<file path="src/rtl/serdes_pkg.sv">
// Shared SerDes constants: word width, K28.5 comma patterns,
// and the receive alignment state type.
package serdes_pkg;

    localparam int WORD_W = 10;

    // Patterns are in received-bit order: bit 0 arrives first.
    localparam logic [WORD_W-1:0] K28_5_RDN = 10'h17C;
    localparam logic [WORD_W-1:0] K28_5_RDP = 10'h283;

    typedef enum logic {
        HUNT   = 1'b0,
        LOCKED = 1'b1
    } sipo_state_t;

endpackage

</file>
<file path="src/rtl/comma_detect.sv">
// Combinational K28.5 comma matcher over a 10-bit window,
// either running disparity.
module comma_detect
    import serdes_pkg::*;
#(
    parameter logic [WORD_W-1:0] COMMA_P = K28_5_RDN,
    parameter logic [WORD_W-1:0] COMMA_N = K28_5_RDP
) (
    input  logic [WORD_W-1:0] win,
    output logic              match
);

    assign match = (win == COMMA_P) || (win == COMMA_N);

endmodule

</file>
<file path="src/rtl/sipo_10bit_align.sv">
// LSB-first 10-bit deserializer with comma word alignment.
// SIPO_REALIGN_CNT_EN adds a saturating realign event counter.
module sipo_10bit_align
    import serdes_pkg::*;
#(
    parameter logic [WORD_W-1:0] COMMA_P = K28_5_RDN,
    parameter logic [WORD_W-1:0] COMMA_N = K28_5_RDP
) (
    input  logic              clk,
    input  logic              rst_n,
    input  logic              ser_in,
    input  logic              align_en,
    output logic [WORD_W-1:0] par_out,
    output logic              par_valid,
    output logic              locked,
    output logic              comma_det
`ifdef SIPO_REALIGN_CNT_EN
   ,output logic [7:0]        realign_cnt
`endif
);

    localparam logic [3:0] LAST_BIT = 4'd9;

    logic [WORD_W-1:0] shift_reg;
    logic [WORD_W-1:0] win;
    logic [3:0]        bit_cnt;
    sipo_state_t       state;
    logic              match;
    logic              word_end;
    logic              realign_evt;

    // New bit enters at the MSB so the oldest bit sits at bit 0.
    assign win = {ser_in, shift_reg[WORD_W-1:1]};

    comma_detect #(
        .COMMA_P (COMMA_P),
        .COMMA_N (COMMA_N)
    ) u_comma_detect (
        .win   (win),
        .match (match)
    );

    assign locked      = (state == LOCKED);
    assign word_end    = (bit_cnt == LAST_BIT);
    assign realign_evt = locked && !word_end && match && align_en;

    always_ff @(posedge clk) begin
        if (!rst_n) begin
            shift_reg <= '0;
            par_out   <= '0;
            bit_cnt   <= '0;
            par_valid <= 1'b0;
            comma_det <= 1'b0;
            state     <= HUNT;
        end else begin
            shift_reg <= win;
            par_valid <= 1'b0;
            comma_det <= 1'b0;
            unique case (state)
                HUNT: begin
                    if (match && align_en) begin
                        par_out   <= win;
                        par_valid <= 1'b1;
                        comma_det <= 1'b1;
                        bit_cnt   <= '0;
                        state     <= LOCKED;
                    end
                end
                LOCKED: begin
                    if (word_end) begin
                        par_out   <= win;
                        par_valid <= 1'b1;
                        comma_det <= match;
                        bit_cnt   <= '0;
                    end else if (realign_evt) begin
                        // Misaligned comma: drop the partial word.
                        par_out   <= win;
                        par_valid <= 1'b1;
                        comma_det <= 1'b1;
                        bit_cnt   <= '0;
                    end else begin
                        bit_cnt <= bit_cnt + 4'd1;
                    end
                end
                default: state <= HUNT;
            endcase
        end
    end

`ifdef SIPO_REALIGN_CNT_EN
    always_ff @(posedge clk) begin
        if (!rst_n) begin
            realign_cnt <= '0;
        end else if (realign_evt && (realign_cnt != 8'hFF)) begin
            realign_cnt <= realign_cnt + 8'd1;
        end
    end
`endif

endmodule
</file>
<file path="config.mk">
export PLATFORM = sky130hd
export DESIGN_NAME = sipo_10bit_align
export DESIGN_NICKNAME = d
export VERILOG_FILES = /design/src/rtl/serdes_pkg.sv /design/src/rtl/comma_detect.sv /design/src/rtl/sipo_10bit_align.sv
export SDC_FILE = /design/constraint.sdc
export NUM_CORES = 1
export LEC_CHECK = 0
export CAP_MARGIN = 40
export CORE_MARGIN = 8
export CORE_UTILIZATION = 40
export DETAILED_ROUTE_END_ITERATION = 12
export GPL_TIMING_DRIVEN = 0
export PLACE_DENSITY = 0.65
export SKIP_CTS_REPAIR_TIMING = 1
export SLEW_MARGIN = 5
export SYNTH_ARGS = -nofsm -noshare
export SYNTH_HDL_FRONTEND = slang
export SYNTH_HIERARCHICAL = 1
export SYNTH_SLANG_ARGS = --single-unit
</file>
<file path="constraint.sdc">
create_clock -name clk -period 1.79 [get_ports clk]
set_clock_uncertainty 0.1 [all_clocks]
set_input_delay 0.2685 -clock clk [delete_from_list [all_inputs] [get_ports clk]]
set_output_delay 0.2685 -clock clk [all_outputs]
set_load 0.05 [all_outputs]
</file>
# After elaboration in Yosys (flattened, before gate mapping)

Cells that the tools add are included.

Flip-flop bits (word level): 27
Input port bits: 4
Output and inout bits: 13
Logic and storage cells: 35

$add $sub $neg: 1
Equal/unequal tests: 5
Muxes and demuxes: 15
Bitwise logic cells: 1
Reduce and logical (&&, ||, !) cells: 7

Operators by type and width:

| kind                 | number |
|---|---|
| $mux 10              | 3 |
| $pmux 10 s2          | 1 |
| $mux 4               | 3 |
| $eq 10x10->1 const B | 1 |
| $eq 10x9->1 const B  | 1 |
| $pmux 4 s2           | 1 |
| $mux 1               | 5 |
| $add 4x1->4 const B  | 1 |
| $eq 4x4->1 const B   | 1 |
| $logic_and 1x1->1    | 4 |
| $pmux 1 s2           | 2 |
| $ne 3x1->1 const B   | 1 |
| $ne 2x2->1 const B   | 1 |
| $reduce_and 2->1     | 1 |
| $logic_not 1->1      | 1 |
| $logic_or 1x1->1     | 1 |
| $not 1->1            | 1 |

# Logic depth before layout (Yosys ltp)

Word-level depth: 8
Mapped depth: 6
Depth with buffers taken out: 6

# Modules after synthesis

The synthesis kept the hierarchy.

Modules (own cells, without submodules):

| module           | times used | cells each | area an instance (µm²) | sequential area each (µm²) |
|---|---|---|---|---|
| sipo_10bit_align | 1          | 95         | 949.7                  | 520.5 |
| comma_detect     | 1          | 7          | 65.1                   | 0.0 |

# Least setup slack after synthesis

OpenSTA, ideal clock, no wires.

Path kind: flip-flop to flip-flop
Start: reg shift_reg[8]
End: reg bit_cnt[2]
Arrival: 1775 ps
Required time: 1574 ps
Path slack: -202 ps
Cell stages (with the launch flop): 7
Path buffers: 0
Cells stage by stage: dfxtp_1 -> and4bb_1 -> nand3_1 -> o41ai_2 -> a21oi_1 -> o21a_1 -> o211a_1

Longest elaborated chain between the ends: 7

RTL lines:

| item                                               | line                   | source |
|---|---|---|
| start, declared                                    | sipo_10bit_align.sv:24 | `logic [WORD_W-1:0] shift_reg;` |
| start signal, assigned                             | sipo_10bit_align.sv:56 | `shift_reg <= win;` |
| $eq 10x9->1 / $eq 10x10->1 (equally long branches) | comma_detect.sv:13     | `assign match = (win == COMMA_P) \|\| (win == COMMA_N);` |
| $logic_or 1x1->1 (*)                               | comma_detect.sv:13     |  |
| net match                                          | sipo_10bit_align.sv:28 | `logic match;` |
| $logic_and 1x1->1 (2 in series)                    | sipo_10bit_align.sv:45 | `assign realign_evt = locked && !word_end && match && align_en;` |
| $mux 4                                             | sipo_10bit_align.sv:75 | `end else if (realign_evt) begin` |
| $mux 4                                             | sipo_10bit_align.sv:70 | `if (word_end) begin` |
| $pmux 4 s2                                         | sipo_10bit_align.sv:59 | `unique case (state)` |
| end signal, assigned                               | sipo_10bit_align.sv:82 | `bit_cnt <= bit_cnt + 4'd1;` |
| end, declared                                      | sipo_10bit_align.sv:26 | `logic [3:0] bit_cnt;` |

The timed path passes the listed nets; every way through them passes the cells marked *.
A chain may end at the register's enable or synchronous reset.

# Final worst setup path

Ends and elaborated chain as after synthesis.

==> results by group <==
Placement
  • Inst Count DP: approximately 150
  • Dpl ws: -541 ps
  • GP Congestion: 0.811
  • HPWL after DPL: around 1300 um
  • IO buf count: 16

STA
  • F_max: approximately 0.54 GHz
  • Tmin final: approximately 1900 ps
  • Hold WS: 121 ps
  • Setup TNS Final: -97.1 ps
  • Slew HR: 0.661
  • # setup viols final: 2
  • Fin. Hold Viols: 0
  • Worst Max-Slew Pin Slew: around 510 ps
  • Final period util: 1.04
  • RSZ-0062 raised after global routing: true
  • Fin worst setup slack: -78.7 ps
  • Slew Limit Fails: 0

Synth
  • Asr flop ratio synth: 0
  • Synth Register Bits: 26
  • Cell Area, Synth: 0.00101 sq mm
  • Avg Inst Size Synth: 9.95 sq um
  • Unique masters post-synth: 26
  • Largest family of logic cells by synthesized area: simple AND/OR/NAND/NOR gates
  • EDFF count, synth: 0
  • Post-Synth Adder-Cell Area: 0.0247
  • Synth Instances: just over 100
  • Syn nets: between 100 and 150
  • Yosys warns: 6
  • Ys flop type: dfxtp_1
  • Xor/xnor cell area share of the yosys netlist: 0
  • Post-synthesis mux area share: 0.0986
  • Simple-Gate Fraction of Synth Area: 0.194
  • Sequential area share after synthesis: 0.513
  • Complex-gate fraction of the synthesized area: 0.0949

Die
  • Io pins: 17
  • Die span in y: 66.4 um
  • Core area: roughly 0.0024 sq mm
  • Row Count: 18
  • Die area: approximately 0.0044 sq mm
  • Die width: about 66 um
  • Initial core utilization: 0.417

Detailed routing
  • Via count: 733
  • Drc violations: 0
  • First drt pass iteration count: 4
  • DR iter-0 viols: 14
  • Drt via density: 4.76
  • Drt total wl: 1820 um
  • Number of nets with antenna violations after routing: 0
  • Routed len/inst: approximately 12 um

Global route
  • Total GRT Usage: 0.0861
  • Largest net degree at the start of global routing: 16
  • Vias in the first global route: 700
  • First-pass GRT wire length: just over 3000 um
  • Initial antenna violation count: 0
  • GRT overflow: 0

CTS
  • Num CTS Buffers: 3
  • Htree depth: 1
  • Clk sinks: 26
  • CTS clock-pin slew for the worst setup and hold paths: 140 ps
  • Clock root cell: clkbuf_4
  • Max Buffers Root-to-Sink: 2
  • CTS tree: done
  • Skew-Pair Late Insertion Delay: 310 ps

Worst setup path
  • Slowest stage cell on the critical path: dfxtp_2
  • CP peak stage delay: about 350 ps
  • Crit path DAT: 2000 ps
  • Endpoint class of the critical path: register
  • Worst R2R Setup Slack: -80 ps
  • Worst Path Required: 1920 ps
  • Max FO, Critical Path: 6
  • Worst setup startpoint: shift_reg[8]$_SDFF_PN0_
  • CP Launch Type: register
  • Reg2reg start: shift_reg[8]$_SDFF_PN0_
  • Cell Chain, Critical Path: and4bb_1, nand3_2, o41ai_4, buf_4, a21oi_4, o21a_1, o211a_1
  • Setup CP Type: register to register

Run status
  • Status: finished with violations
  • Violated checks: setup timing

Final layout
  • Nets@finish: 131
  • Ant diodes: 0
  • Most frequent cells in the layout: 23 x nand2_1, 23 x dfxtp_1, 14 x dlymetal6s2s_1, 13 x inv_1, 10 x mux2i_1
  • Final cell count without fillers: ~150
  • Layout cells sized above 1: 0.137
  • Area grow syn2layout: 33.3%
  • Max FFs per register: 10

Power and ir drop
  • VDD IR-drop max: roughly 0.43 mV
  • Leak: 0.877 nW
  • Total Power: 0.00101 W
  • Power Density: 744 mW/mm^2

Min path
  • Worst hold start: ser_in
  • Hold WC Path Type: input port to register

Flow run
  • Max_cap viols: 0
cell families (layout without fill, tap and decap cells):
family | after synthesis | in the layout
simple gates | 38 | 38
mux | 10 | 10
buf+inv | 16 | 38
fa+ha+maj | 2 | 2
flops | 26 | 26
compound gates | 10 | 10
worst max-delay path, delay by kind of cell, from the launching register on:
family,cells,cell delay (ps)
AO/OA/AOI/OAI,4,790
flip-flops,1,350
AND/OR/NAND/NOR,2,350
buffers and inverters,1,190
metal layers:
| layer | up-vias | global-route usage | part of all wire |
|---|---|---|---|
| met5 | - | 0 | 0 |
| met2 | 11 | 0.140 | 0.45 |
| li1 | 386 | - | - |
| met3 | 2 | 0.0288 | 0.033 |
| met1 | 334 | 0.105 | 0.51 |
| met4 | 0 | 0.0240 | 0.0066 |
cell type report:
class | count | area (sq um)
plain buffers | 2 | 7.51
clock buffers | 3 | 22.5
clock inverters | 1 | 30.0
fillers | 221 | 1080
inverters | 13 | 48.8
multi-input cells | 60 | 452
flip-flops and latches | 26 | 524
well taps | 30 | 37.5
repair buffers | 19 | 230
Yosys cell counts, types with 2 or more instances:
cell,count,area [sq um]
mux2i_1,10,100
nand3_1,2,10.0
clkbuf_1,2,7.51
nand3b_1,2,15.0
ha_1,2,25.0
a21oi_1,2,10.0
nand2_1,23,86.3
inv_1,13,48.8
o211a_1,2,20.0
nor2_1,3,11.3
dfxtp_1,26,521
per-stage QoR:
| step | area (sq um) | util |
|---|---|---|
| global route | 1350 | 0.556 |
| global placement | 1230 | 0.505 |
| detailed placement | 1230 | 0.505 |
| floorplan | 1030 | - |
| finish | 1350 | 0.556 |
| CTS | 1280 | 0.526 |
final timing paths:
check	end	cells past startpoint
max	bit_cnt[2]$_SDFFE_PN0P_	7
min reg2reg	par_out[5]$_SDFFE_PN0P_	2
min	shift_reg[9]$_SDFF_PN0_	3
max reg2reg	bit_cnt[2]$_SDFFE_PN0P_	7
report_power, final:
group          switching [W]  internal, W  leakage [nW]
Combinational      0.0000157   0.00000964         0.638
Sequential        0.00000273     0.000583         0.211
Clock               0.000170     0.000226        0.0279
Note: power is estimated with default switching activity, not from simulation.
